File: src/rtl/oven_ctrl_mz_if.sv
// oven_ctrl_mz_if: control, sensor and status bundle for the multi-zone oven
// controller. The master side (sequencer / front panel) drives the commands,
// setpoint and ADC samples; the slave side (the controller) returns the
// heater enables and the display status.
interface oven_ctrl_mz_if #(
    parameter int ZONES   = 2,
    parameter int ADC_W   = 12,
    parameter int TEMP_W  = 8,
    parameter int TIMER_W = 4
);
    logic                     start;
    logic                     stop;
    logic [ZONES*ADC_W-1:0]   adc;
    logic [TEMP_W-1:0]        set_temp;
    logic [TIMER_W-1:0]       set_timer;
    logic [ZONES-1:0]         heater;
    logic [4:0]               led;
    logic [TIMER_W-1:0]       remaining;
    logic                     done;

    modport master (
        output start, stop, adc, set_temp, set_timer,
        input  heater, led, remaining, done
    );

    modport slave (
        input  start, stop, adc, set_temp, set_timer,
        output heater, led, remaining, done
    );
endinterface

File: src/rtl/oven_ctrl_mz.sv
// oven_ctrl_mz: multi-zone oven controller. Every zone has its own ADC channel
// and hysteresis heater; all zones share one setpoint, one bake timer and one
// IDLE/PREHEAT/BAKE/DONE/FAULT state machine.
// Optional feature: define OVEN_WATCHDOG_EN to fault a preheat that has not
// reached temperature within PREHEAT_MAX ticks.
module oven_ctrl_mz #(
    parameter int ZONES        = 2,
    parameter int ADC_W        = 12,
    parameter int TEMP_W       = 8,
    parameter int TIMER_W      = 4,
    parameter int TICK_DIV     = 50000000,
    parameter int HYST         = 2,
    parameter int FAULT_MARGIN = 20,
    parameter int PREHEAT_MAX  = 600
) (
    input  logic          clk,
    input  logic          rst,
    oven_ctrl_mz_if.slave bus
);
    localparam int SHIFT   = ADC_W - TEMP_W;
    localparam int LO_W    = TEMP_W + 1;
    localparam int SUM_W   = TEMP_W + 2;
    localparam int PRESC_W = (TICK_DIV > 1) ? $clog2(TICK_DIV) : 1;
    localparam logic [PRESC_W-1:0] PRESC_LAST = PRESC_W'(TICK_DIV - 1);
    localparam logic [LO_W-1:0]    HYST_V     = LO_W'(HYST);
    localparam logic [SUM_W-1:0]   MARGIN_V   = SUM_W'(FAULT_MARGIN);

    typedef enum logic [2:0] {
        S_IDLE,
        S_PREHEAT,
        S_BAKE,
        S_DONE,
        S_FAULT
    } state_t;

    state_t              r_state;
    state_t              w_nextState;
    logic [TEMP_W-1:0]   r_sp;
    logic [TIMER_W-1:0]  r_remaining;
    logic [PRESC_W-1:0]  r_presc;
    logic [ZONES-1:0]    r_heater;
    logic [ZONES-1:0]    w_heaterNext;
    logic                r_done;
    logic [TEMP_W-1:0]   w_sp;
    logic [LO_W-1:0]     w_lo;
    logic [LO_W-1:0]     w_hi;
    logic [SUM_W-1:0]    w_hiSum;
    logic [TEMP_W-1:0]   w_temp [ZONES];
    logic                w_allWarm;
    logic                w_overTemp;
    logic                w_openSensor;
    logic                w_fault;
    logic                w_latch;
    logic                w_tick;
    logic                w_presCount;
    logic                w_wdFault;
    logic [4:0]          w_led;

    // A new cycle is accepted from IDLE or DONE only with a non-zero duration
    // and no simultaneous stop; the setpoint used this cycle is the one about
    // to be latched, so heaters react on the very edge that starts preheat.
    assign w_latch = ((r_state == S_IDLE) || (r_state == S_DONE)) && bus.start &&
                     !bus.stop && (bus.set_timer != '0);
    assign w_sp    = w_latch ? bus.set_temp : r_sp;

    // Thresholds are one bit wider than the temperature so the band never wraps.
    assign w_lo    = ({1'b0, w_sp} < HYST_V) ? '0 : ({1'b0, w_sp} - HYST_V);
    assign w_hiSum = {2'b00, w_sp} + MARGIN_V;
    assign w_hi    = w_hiSum[SUM_W-1] ? '1 : w_hiSum[LO_W-1:0];
    assign w_fault = w_overTemp | w_openSensor;
    assign w_tick  = (r_presc == PRESC_LAST);

    // Per-zone temperature extraction and the aggregate warm/fault conditions.
    always_comb begin
        w_allWarm    = 1'b1;
        w_overTemp   = 1'b0;
        w_openSensor = 1'b0;
        for (int z = 0; z < ZONES; z++) begin
            w_temp[z] = bus.adc[z*ADC_W + SHIFT +: TEMP_W];
            if ({1'b0, w_temp[z]} < w_lo)    w_allWarm    = 1'b0;
            if ({1'b0, w_temp[z]} > w_hi)    w_overTemp   = 1'b1;
            if (&bus.adc[z*ADC_W +: ADC_W])  w_openSensor = 1'b1;
        end
    end

`ifdef OVEN_WATCHDOG_EN
    localparam int WD_W = (PREHEAT_MAX > 1) ? $clog2(PREHEAT_MAX) : 1;
    localparam logic [WD_W-1:0] WD_LAST = WD_W'(PREHEAT_MAX - 1);

    logic [WD_W-1:0] r_wdTicks;

    assign w_wdFault   = (r_state == S_PREHEAT) && w_tick && (r_wdTicks == WD_LAST);
    assign w_presCount = ((r_state == S_BAKE) && (w_nextState == S_BAKE)) ||
                         ((r_state == S_PREHEAT) && (w_nextState == S_PREHEAT));

    // Counts whole ticks spent waiting in PREHEAT; any state change clears it.
    always_ff @(posedge clk or posedge rst) begin
        if (rst) begin
            r_wdTicks <= '0;
        end else if ((r_state == S_PREHEAT) && (w_nextState == S_PREHEAT)) begin
            if (w_tick) r_wdTicks <= r_wdTicks + 1'b1;
        end else begin
            r_wdTicks <= '0;
        end
    end
`else
    assign w_wdFault   = 1'b0;
    assign w_presCount = (r_state == S_BAKE) && (w_nextState == S_BAKE);
`endif

    // Next-state decision; stop beats fault, fault beats timer/threshold.
    always_comb begin
        w_nextState = r_state;
        case (r_state)
            S_IDLE: begin
                if (w_latch) w_nextState = S_PREHEAT;
            end
            S_PREHEAT: begin
                if (bus.stop)                   w_nextState = S_IDLE;
                else if (w_fault || w_wdFault)  w_nextState = S_FAULT;
                else if (w_allWarm)             w_nextState = S_BAKE;
            end
            S_BAKE: begin
                if (bus.stop)                                     w_nextState = S_IDLE;
                else if (w_fault)                                 w_nextState = S_FAULT;
                else if (w_tick && (r_remaining == TIMER_W'(1)))  w_nextState = S_DONE;
            end
            S_DONE: begin
                if (bus.stop)     w_nextState = S_IDLE;
                else if (w_latch) w_nextState = S_PREHEAT;
            end
            S_FAULT: begin
                if (bus.stop) w_nextState = S_IDLE;
            end
            default: w_nextState = S_IDLE;
        endcase
    end

    // Hysteresis heater drive for the state being entered; off outside heating.
    always_comb begin
        w_heaterNext = '0;
        if ((w_nextState == S_PREHEAT) || (w_nextState == S_BAKE)) begin
            for (int z = 0; z < ZONES; z++) begin
                if ({1'b0, w_temp[z]} < w_lo) w_heaterNext[z] = 1'b1;
                else if (w_temp[z] >= w_sp)   w_heaterNext[z] = 1'b0;
                else                          w_heaterNext[z] = r_heater[z];
            end
        end
    end

    // One-hot status for the display multiplexer.
    always_comb begin
        w_led = 5'b00001;
        case (r_state)
            S_IDLE:    w_led = 5'b00001;
            S_PREHEAT: w_led = 5'b00010;
            S_BAKE:    w_led = 5'b00100;
            S_DONE:    w_led = 5'b01000;
            S_FAULT:   w_led = 5'b10000;
            default:   w_led = 5'b00001;
        endcase
    end

    // State register.
    always_ff @(posedge clk or posedge rst) begin
        if (rst) r_state <= S_IDLE;
        else     r_state <= w_nextState;
    end

    // Setpoint/duration latches, bake countdown, prescaler, heaters and done pulse.
    always_ff @(posedge clk or posedge rst) begin
        if (rst) begin
            r_sp        <= '0;
            r_remaining <= '0;
            r_presc     <= '0;
            r_heater    <= '0;
            r_done      <= 1'b0;
        end else begin
            r_heater <= w_heaterNext;
            r_done   <= (r_state == S_BAKE) && (w_nextState == S_DONE);
            r_presc  <= (w_presCount && !w_tick) ? r_presc + 1'b1 : '0;
            if (w_latch) begin
                r_sp        <= bus.set_temp;
                r_remaining <= bus.set_timer;
            end else if (((r_state == S_PREHEAT) || (r_state == S_BAKE)) &&
                         (w_nextState == S_IDLE)) begin
                r_remaining <= '0;
            end else if ((r_state == S_BAKE) && w_tick &&
                         ((w_nextState == S_BAKE) || (w_nextState == S_DONE))) begin
                r_remaining <= r_remaining - 1'b1;
            end
        end
    end

    assign bus.heater    = r_heater;
    assign bus.led       = w_led;
    assign bus.remaining = r_remaining;
    assign bus.done      = r_done;
endmodule

File: src/flat_wrapper.sv
// flat-port wrapper written by rule: the top's interface ports become plain ports
module oven_ctrl_mz_flat 
#(
    parameter int ZONES        = 2,
    parameter int ADC_W        = 12,
    parameter int TEMP_W       = 8,
    parameter int TIMER_W      = 4,
    parameter int TICK_DIV     = 50000000,
    parameter int HYST         = 2,
    parameter int FAULT_MARGIN = 20,
    parameter int PREHEAT_MAX  = 600
)
  (clk, rst, bus_start, bus_stop, bus_adc, bus_set_temp, bus_set_timer, bus_heater, bus_led, bus_remaining, bus_done);
  oven_ctrl_mz_if #(.ZONES(ZONES), .ADC_W(ADC_W), .TEMP_W(TEMP_W), .TIMER_W(TIMER_W)) bus_i ();
  input  logic clk;
  input  logic rst;
  input wire logic [$bits(bus_i.start)-1:0] bus_start;
  input wire logic [$bits(bus_i.stop)-1:0] bus_stop;
  input wire logic [$bits(bus_i.adc)-1:0] bus_adc;
  input wire logic [$bits(bus_i.set_temp)-1:0] bus_set_temp;
  input wire logic [$bits(bus_i.set_timer)-1:0] bus_set_timer;
  output wire logic [$bits(bus_i.heater)-1:0] bus_heater;
  output wire logic [$bits(bus_i.led)-1:0] bus_led;
  output wire logic [$bits(bus_i.remaining)-1:0] bus_remaining;
  output wire logic [$bits(bus_i.done)-1:0] bus_done;
  assign bus_i.start = bus_start;
  assign bus_i.stop = bus_stop;
  assign bus_i.adc = bus_adc;
  assign bus_i.set_temp = bus_set_temp;
  assign bus_i.set_timer = bus_set_timer;
  assign bus_heater = bus_i.heater;
  assign bus_led = bus_i.led;
  assign bus_remaining = bus_i.remaining;
  assign bus_done = bus_i.done;
  oven_ctrl_mz #(.ZONES(ZONES), .ADC_W(ADC_W), .TEMP_W(TEMP_W), .TIMER_W(TIMER_W), .TICK_DIV(TICK_DIV), .HYST(HYST), .FAULT_MARGIN(FAULT_MARGIN), .PREHEAT_MAX(PREHEAT_MAX)) u_core (.clk(clk), .rst(rst), .bus(bus_i));
endmodule
File: config.mk
export PLATFORM = sky130hd
export DESIGN_NAME = oven_ctrl_mz_flat
export DESIGN_NICKNAME = d
export VERILOG_FILES = /design/src/rtl/oven_ctrl_mz_if.sv /design/src/rtl/oven_ctrl_mz.sv /design/src/flat_wrapper.sv
export SDC_FILE = /design/constraint.sdc
export NUM_CORES = 1
export LEC_CHECK = 0
export CAP_MARGIN = 20
export CORE_ASPECT_RATIO = 1.5
export CORE_MARGIN = 5
export CORE_UTILIZATION = 55
export DETAILED_ROUTE_END_ITERATION = 16
export DONT_BUFFER_PORTS = 1
export HOLD_SLACK_MARGIN = 0.05
export PLACE_DENSITY = 0.8
export SETUP_SLACK_MARGIN = 0.05
export SLEW_MARGIN = 10
export SYNTH_ARGS = -nofsm -noshare
export SYNTH_HDL_FRONTEND = slang
export SYNTH_SLANG_ARGS = --single-unit
File: constraint.sdc
create_clock -name clk -period 4.8 [get_ports clk]
set_clock_uncertainty 0.15 [all_clocks]
set_input_delay 0.96 -clock clk [delete_from_list [all_inputs] [get_ports clk]]
set_output_delay 0.96 -clock clk [all_outputs]
set_load 0.1 [all_outputs]
---- Word-level counts from Yosys, hierarchy flattened ----
Cells that the tools add are included.
word-level totals
  flip-flop bits (word level) ............. 44
  bits of input ports ..................... 40
  word-level logic and storage cells ...... 81
operators by class
  $add $sub $neg .......................... 4
  $lt $le $gt $ge ......................... 7
  equality and inequality tests ........... 11
  mux-type cells .......................... 29
  bitwise gates (word level) .............. 1
  reduce and logical (&&, ||, !) cells .... 22
operators with widths
  cell                                                                          number
  3-bit 2-to-1 mux                                                              9
  26-bit by 1-bit adder with 26-bit output, second input constant               1
  26-bit equality test, second input constant                                   1
  26-bit 2-to-1 mux                                                             1
  12-bit AND reduction                                                          2
  5-bit case mux with 4 select lines                                            1
  8-bit by 9-bit > comparator with 1-bit output                                 2
  8-bit by 9-bit less-than comparator with 1-bit output                         2
  9-bit 2-to-1 mux                                                              2
  8-bit >= comparator                                                           2
  3-bit case mux with 5 select lines                                            1
  3-bit by 2-bit equality test with 1-bit output, second input constant         4
  4-bit 2-to-1 mux                                                              3
  1-bit logical AND                                                             10
  1-bit 2-to-1 mux                                                              10
  8-bit by 5-bit adder with 9-bit output, second input constant                 1
  8-bit by 2-bit subtractor with 9-bit output, second input constant            1
  8-bit by 2-bit less-than comparator with 1-bit output, second input constant  1
  8-bit 2-to-1 mux                                                              1
  3-bit by 1-bit equality test with 1-bit output, second input constant         2
  3-bit logical NOT                                                             2
  3-bit by 2-bit != test with 1-bit output, second input constant               2
  4-bit by 1-bit equality test with 1-bit output, second input constant         1
  1-bit logical OR                                                              4
  7 further kinds                                                               8

---- Longest topological paths before layout ----
Gate-level depths: netlist (run 1).
  depth in word-level cells ............... 21
  gate-level depth with buffers ........... 19
  mapped depth without buffers ............ 16

---- Least setup slack after synthesis (run 1) ----
No wires, ideal clock.
  path kind ............................... input to register
  from .................................... input bus_stop
  to ...................................... register u_core.r_presc[10]
  arrival ................................. 4984 ps
  setup slack ............................. -407 ps
  stages on the path ...................... 18
  cells stage by stage .................... nand2b_1 nor4_2 buf_2 mux2i_1 inv_1 ha_1 o21ai_0 xnor2_1 ha_1 a22o_1 nor4_1 o21ai_0 a22oi_1 o21ai_0 or3_1 buf_2 clkbuf_1 nor2_1
between the ends
  cells in the longest elaborated chain, start to end .. 17
  elaborated cells between the ends (all ways) .. 31
  classes of those cells .................. 2 x add/sub; 5 x order compare; 1 x eq/ne; 17 x mux; 1 x bitwise; 5 x reduce/logical
RTL lines
  what                                                                                                                    RTL line                                  source
  from (decl)                                                                                                             flat_wrapper.sv:18                        input wire logic [$bits(bus_i.stop)-1:0] bus_stop;
  1-bit logical NOT (*)                                                                                                   oven_ctrl_mz.sv:63                        !bus.stop && (bus.set_timer != '0);
  1-bit logical AND (*)                                                                                                   oven_ctrl_mz.sv:62                        assign w_latch = ((r_state == S_IDLE) || (r_state == S_DONE)) && bus.start &&
  1-bit logical AND (*)                                                                                                   oven_ctrl_mz.sv:63
  8-bit 2-to-1 mux (*)                                                                                                    oven_ctrl_mz.sv:64                        assign w_sp = w_latch ? bus.set_temp : r_sp;
  named net u_core.w_sp[3]                                                                                                oven_ctrl_mz.sv:44                        logic [TEMP_W-1:0] w_sp;
  8-bit by 5-bit adder with 9-bit output (tied with other cells)                                                          oven_ctrl_mz.sv:68                        assign w_hiSum = {2'b00, w_sp} + MARGIN_V;
  9-bit 2-to-1 mux, on equally long branches                                                                              oven_ctrl_mz.sv:69, oven_ctrl_mz.sv:67
  8-bit by 9-bit > comparator with 1-bit output or 8-bit by 9-bit less-than comparator with 1-bit output (tied branches)  oven_ctrl_mz.sv:81, oven_ctrl_mz.sv:80
  1-bit 2-to-1 mux, on equally long branches (2 in series)                                                                oven_ctrl_mz.sv:81, oven_ctrl_mz.sv:80
  1-bit bitwise OR or 3-bit 2-to-1 mux (tied branches)                                                                    oven_ctrl_mz.sv:70, oven_ctrl_mz.sv:121
  3-bit 2-to-1 mux, on equally long branches                                                                              oven_ctrl_mz.sv:125, oven_ctrl_mz.sv:120
  3-bit 2-to-1 mux, on equally long branches                                                                              oven_ctrl_mz.sv:124, oven_ctrl_mz.sv:119
  3-bit case mux with 5 select lines (*)                                                                                  oven_ctrl_mz.sv:114                       case (r_state)
  3-bit by 2-bit equality test with 1-bit output (*)                                                                      oven_ctrl_mz.sv:108                       assign w_presCount = (r_state == S_BAKE) && (w_nextState == S_BAKE);
  1-bit logical AND (*)                                                                                                   oven_ctrl_mz.sv:108
  1-bit logical AND (*)                                                                                                   oven_ctrl_mz.sv:181                       r_presc <= (w_presCount && !w_tick) ? r_presc + 1'b1 : '0;
  26-bit 2-to-1 mux (*)                                                                                                   oven_ctrl_mz.sv:181
  to (signal assigned)                                                                                                    oven_ctrl_mz.sv:181
  to (decl)                                                                                                               oven_ctrl_mz.sv:40                        logic [PRESC_W-1:0] r_presc;
The timed path passes the listed nets; every way through them passes the cells marked *.
A chain may end at the register's enable or synchronous reset.

---- Worst setup path after layout (run 1) ----
  from .................................... input bus_set_timer[1]
  to ...................................... register u_core.r_state[1]
between the ends
  cells in the longest elaborated chain, start to end .. 12
  elaborated cells between the ends (all ways) .. 25
  classes of those cells .................. 2 x add/sub; 5 x order compare; 15 x mux; 1 x bitwise; 2 x reduce/logical
RTL lines
  what                                                                                                                    RTL line                                  source
  from (decl)                                                                                                             flat_wrapper.sv:21                        input wire logic [$bits(bus_i.set_timer)-1:0] bus_set_timer;
  4-bit nonzero test (*)                                                                                                  oven_ctrl_mz.sv:63
  1-bit logical AND (*)                                                                                                   oven_ctrl_mz.sv:63
  8-bit 2-to-1 mux                                                                                                        oven_ctrl_mz.sv:64
  8-bit by 5-bit adder with 9-bit output (tied with other cells)                                                          oven_ctrl_mz.sv:68
  9-bit 2-to-1 mux, on equally long branches                                                                              oven_ctrl_mz.sv:69, oven_ctrl_mz.sv:67
  8-bit by 9-bit > comparator with 1-bit output or 8-bit by 9-bit less-than comparator with 1-bit output (tied branches)  oven_ctrl_mz.sv:81, oven_ctrl_mz.sv:80
  1-bit 2-to-1 mux, on equally long branches (2 in series)                                                                oven_ctrl_mz.sv:81, oven_ctrl_mz.sv:80
  1-bit bitwise OR or 3-bit 2-to-1 mux (tied branches)                                                                    oven_ctrl_mz.sv:70, oven_ctrl_mz.sv:121
  3-bit 2-to-1 mux, on equally long branches                                                                              oven_ctrl_mz.sv:125, oven_ctrl_mz.sv:120
  3-bit 2-to-1 mux, on equally long branches                                                                              oven_ctrl_mz.sv:124, oven_ctrl_mz.sv:119
  3-bit case mux with 5 select lines (*)                                                                                  oven_ctrl_mz.sv:114
  named net u_core.w_nextState[1]                                                                                         oven_ctrl_mz.sv:37                        state_t w_nextState;
  to (signal assigned)                                                                                                    oven_ctrl_mz.sv:167                       else r_state <= w_nextState;
  to (decl)                                                                                                               oven_ctrl_mz.sv:36                        state_t r_state;
Marked as above.

==> impl_metrics.ini, run 1 <==
[status]
status = complete, no violations

[detailed_routing]
drt_pass1_iterations = 4
antenna_left = 0
drt_wl_total_um = 9350
vias_per_cell = 6.23
drtIter0Drc = 140
post_drt_wl_per_cell_um = 18.0
drc_errors = 0
vias = 3237

[setup_path]
reg2regPathDepth = 14
critPathKind = input pin to flop
crit_path_max_fanout = 23
rr_startpoint = u_core.r_state[1]$_DFF_PP0_
critical_path_required_ns = 4.89
arrival_ns = 4.58
end_kind = flop
critPathLaunchType = input pin
setup.worst_path.start = bus_set_timer[1]

[clock_network]
clock-root-buffer = clkbuf_8
clock_latency_ns = 0.30
clkTransAtPathRegs_ns = 0.09
numCtsBuffers = 5
htreeDepth = 2
clock_sinks = 44
cts_tree = yes
cts_buffer_depth = 2

[global_routing]
grt_usage = 0.228
grt_first_pass_wirelength_um = 15500
grt_max_degree = 45
grt_pass1_vias = 3328
grt_overflow = 0
antenna_found_initial = 0

[placement]
dp_cells = 512
place_ws_ns = -0.0598
gp_congestion = 1.01
post-dp-hpwl_um = 7620
io_buffers = 0

[logic_synthesis]
synth-main-ff-cell = dfrtp_1
synth_fp_nets = 502
synthArstFlopShare = 1.00
netlist_instances = 418
synthesis.area_um2 = 3610
synth_edf_count = 0
synth_seq_area_share = 0.305
synth.distinct_cells = 50
ys_seq_elements = 44
yosys_warnings = 0
syn_avg_cell_area_um2 = 8.63

[timing]
slew-limit-headroom = 0.317
period_minus_slack_ns = 4.49
setup_viol = 0
hold_viol = 0
final_max_slew_viol_count = 0
setup_slack_ns = 0.312
rsz0062_at_grt = false
post-route-period-util = 0.935
worst_pin_slew_ns = 1.02
fmaxAchievable_mhz = 223

[flow_run]
maxCapViolations = 0

[hold_path]
min_path_type = flop to flop
hold_path_depth = 1
hp-start = u_core.r_presc[0]$_DFF_PP0_

[floorplanning]
die_w_um = 76.1
core_um2 = 6440
io_pins = 52
num_rows = 36
fp.dieH_um = 109
dieArea_um2 = 8310
start_util = 0.560

[finish]
syn_to_final_growth_pct = 11.7
nNetsFinal = 528
drive_above_1_share = 0.106
insertedDiodeCount = 0
layout.cells.non_filler = 520
fillers = 578

[power]
p_total_uw = 2500
power_density_nw_per_um2 = 620
ir_worst_vdd_mv = 0.251
leakagePower_uw = 0.00176
-- worst max-delay path: stages --
cell and delay (ns):
nor4_2 0.24, buf_4 0.17, nor4_4 0.04, buf_4 0.18
buf_6 0.17, or4b_2 0.61, nand3_1 0.16, or3_1 0.13
nand3_1 0.14, ha_1 0.36, a2111o_1 0.16, a2111oi_1 0.06
or4_1 0.61, or4_1 0.51, nand2_1 0.08
-- path summary, 6_finish.rpt --
kind	endpoint	slack [ns]
worst max register to register	u_core.r_state[1]$_DFF_PP0_	0.44
worst min-delay path	u_core.r_presc[0]$_DFF_PP0_	0.33
max in group asynchronous	u_core.r_presc[0]$_DFF_PP0_	3.35
worst max-delay path	u_core.r_state[1]$_DFF_PP0_	0.31
min in group asynchronous	u_core.r_sp[0]$_DFF_PP0_	0.58
worst min register to register	u_core.r_presc[0]$_DFF_PP0_	0.33
-- placed cells by master (no fill, tap or decap), types with 4 or more instances in the layout --
cell type	synthesis	routed
nor4_1	6	5
and3_1	7	7
o2111ai_1	4	4
nand2_1	31	31
nor2_1	44	44
a31oi_1	4	4
clkbuf_8	0	5
o211ai_1	7	7
o21ai_0	24	22
nor3b_1	5	5
buf_4	0	22
xor2_1	20	20
nand2b_1	8	8
ha_1	44	44
nand3_1	21	21
nor3_1	18	17
nand4_1	11	11
xnor2_1	14	13
mux2i_1	9	7
a21o_1	7	7
a21oi_1	18	18
inv_1	24	23
dfrtp_1	44	44
-- logic make-up after synthesis --
family	share of synthesized area
DFF	0.305
muxes	0.0312
adders and majority gates	0.153
AOI/OAI and AO/OA	0.147
and+or+nand+nor	0.249
buffers and inverters	0.0319
xor gates and xnor gates	0.0826
-- cell usage after synthesis, types with 2 or more instances --
master / n / area share
or3_1: 3 / 0.0052
a21oi_1: 18 / 0.025
nand3_1: 21 / 0.029
nand2b_1: 8 / 0.014
or4b_2: 2 / 0.0056
a31oi_1: 4 / 0.0069
clkbuf_1: 3 / 0.0031
o21ai_0: 24 / 0.033
nor2_1: 44 / 0.046
a22oi_1: 2 / 0.0042
dfrtp_1: 44 / 0.31
o21a_1: 2 / 0.0042
buf_2: 2 / 0.0028
o211ai_1: 7 / 0.015
o2111ai_1: 4 / 0.0097
and4_1: 2 / 0.0049
inv_1: 24 / 0.025
and3_1: 7 / 0.012
mux2i_1: 9 / 0.025
mux2_2: 2 / 0.0062
a311oi_1: 2 / 0.0049
nor4_1: 6 / 0.010
nor2b_1: 3 / 0.0052
xnor2_1: 14 / 0.034
nor4b_1: 3 / 0.0073
o31a_1: 2 / 0.0049
nand3b_1: 2 / 0.0042
nand4_1: 11 / 0.019
or4_4: 2 / 0.0062
nor3b_1: 5 / 0.010
xor2_1: 20 / 0.049
a21o_1: 7 / 0.015
nor3_1: 18 / 0.025
ha_1: 44 / 0.15
nand2_1: 31 / 0.032
or4_1: 2 / 0.0042
-- power breakdown --
group | leakage, µW | total, µW | internal (µW) | switching, µW
logic | 0.00113 | 1640 | 701 | 935
registers | 0.000588 | 639 | 427 | 212
clock network | 0.0000410 | 221 | 99.1 | 122
total | 0.00176 | 2500 | 1230 | 1270
-- registers in the layout (all words and copies together), names as in the netlist --
name / cells
u_core.bus.done: 1
u_core.r_sp: 8
u_core.bus.heater: 2
u_core.r_presc: 26
u_core.bus.remaining: 4
u_core.r_state: 3
-- through the flow --
stage / area [µm²] / hold WS, ns / utilization / TNS (ns)
3_3_place_gp: 3940 / 0.318 / 0.611 / -0.597
2_1_floorplan: 3650 / 0.305 / - / 0
6_report: 4030 / 0.332 / 0.625 / 0
4_1_cts: 4010 / 0.338 / 0.623 / 0
3_5_place_dp: 3940 / 0.328 / 0.611 / -0.852
5_1_grt: 4030 / 0.371 / 0.625 / 0
-- routing by layer --
metal,track usage,share of wire,vias to the layer above
met5,0,0,-
met4,0.113,0.043,0
met3,0.0463,0.048,25
met2,0.446,0.54,83
met1,0.226,0.36,1550
li1,-,-,1579
-- area by class of cell --
cell class              count  area [µm²]  share of cell area
multi-input cells         344        2440               0.606
well taps                  76        95.1              0.0236
clock buffers               6        72.6              0.0180
repair buffers             25         221              0.0550
clock inverters             1        5.00             0.00124
inverters                  24        90.1              0.0224
flip-flops and latches     44        1100               0.273
-- timing repair --
action | CTS | global route
gates resized for setup | 0 | 2
buffers inserted | 0 | 1
hold buffers | 0 | 0
setup endpoints to repair | 0 | 30
endpoints found under the hold margin | 0 | 0
Power figures use the tool's default switching activity.
==> run 2, diff against run 1 <==
--- a/config.mk
+++ b/config.mk
@@ -5,7 +5,6 @@
 export SDC_FILE = /design/constraint.sdc
 export NUM_CORES = 1
 export LEC_CHECK = 0
-export CAP_MARGIN = 20
 export CORE_ASPECT_RATIO = 1.5
 export CORE_MARGIN = 5
 export CORE_UTILIZATION = 55
==> results of run 2 <==
Same layout as run 1: the final DEF is identical, and so are final timing and power.
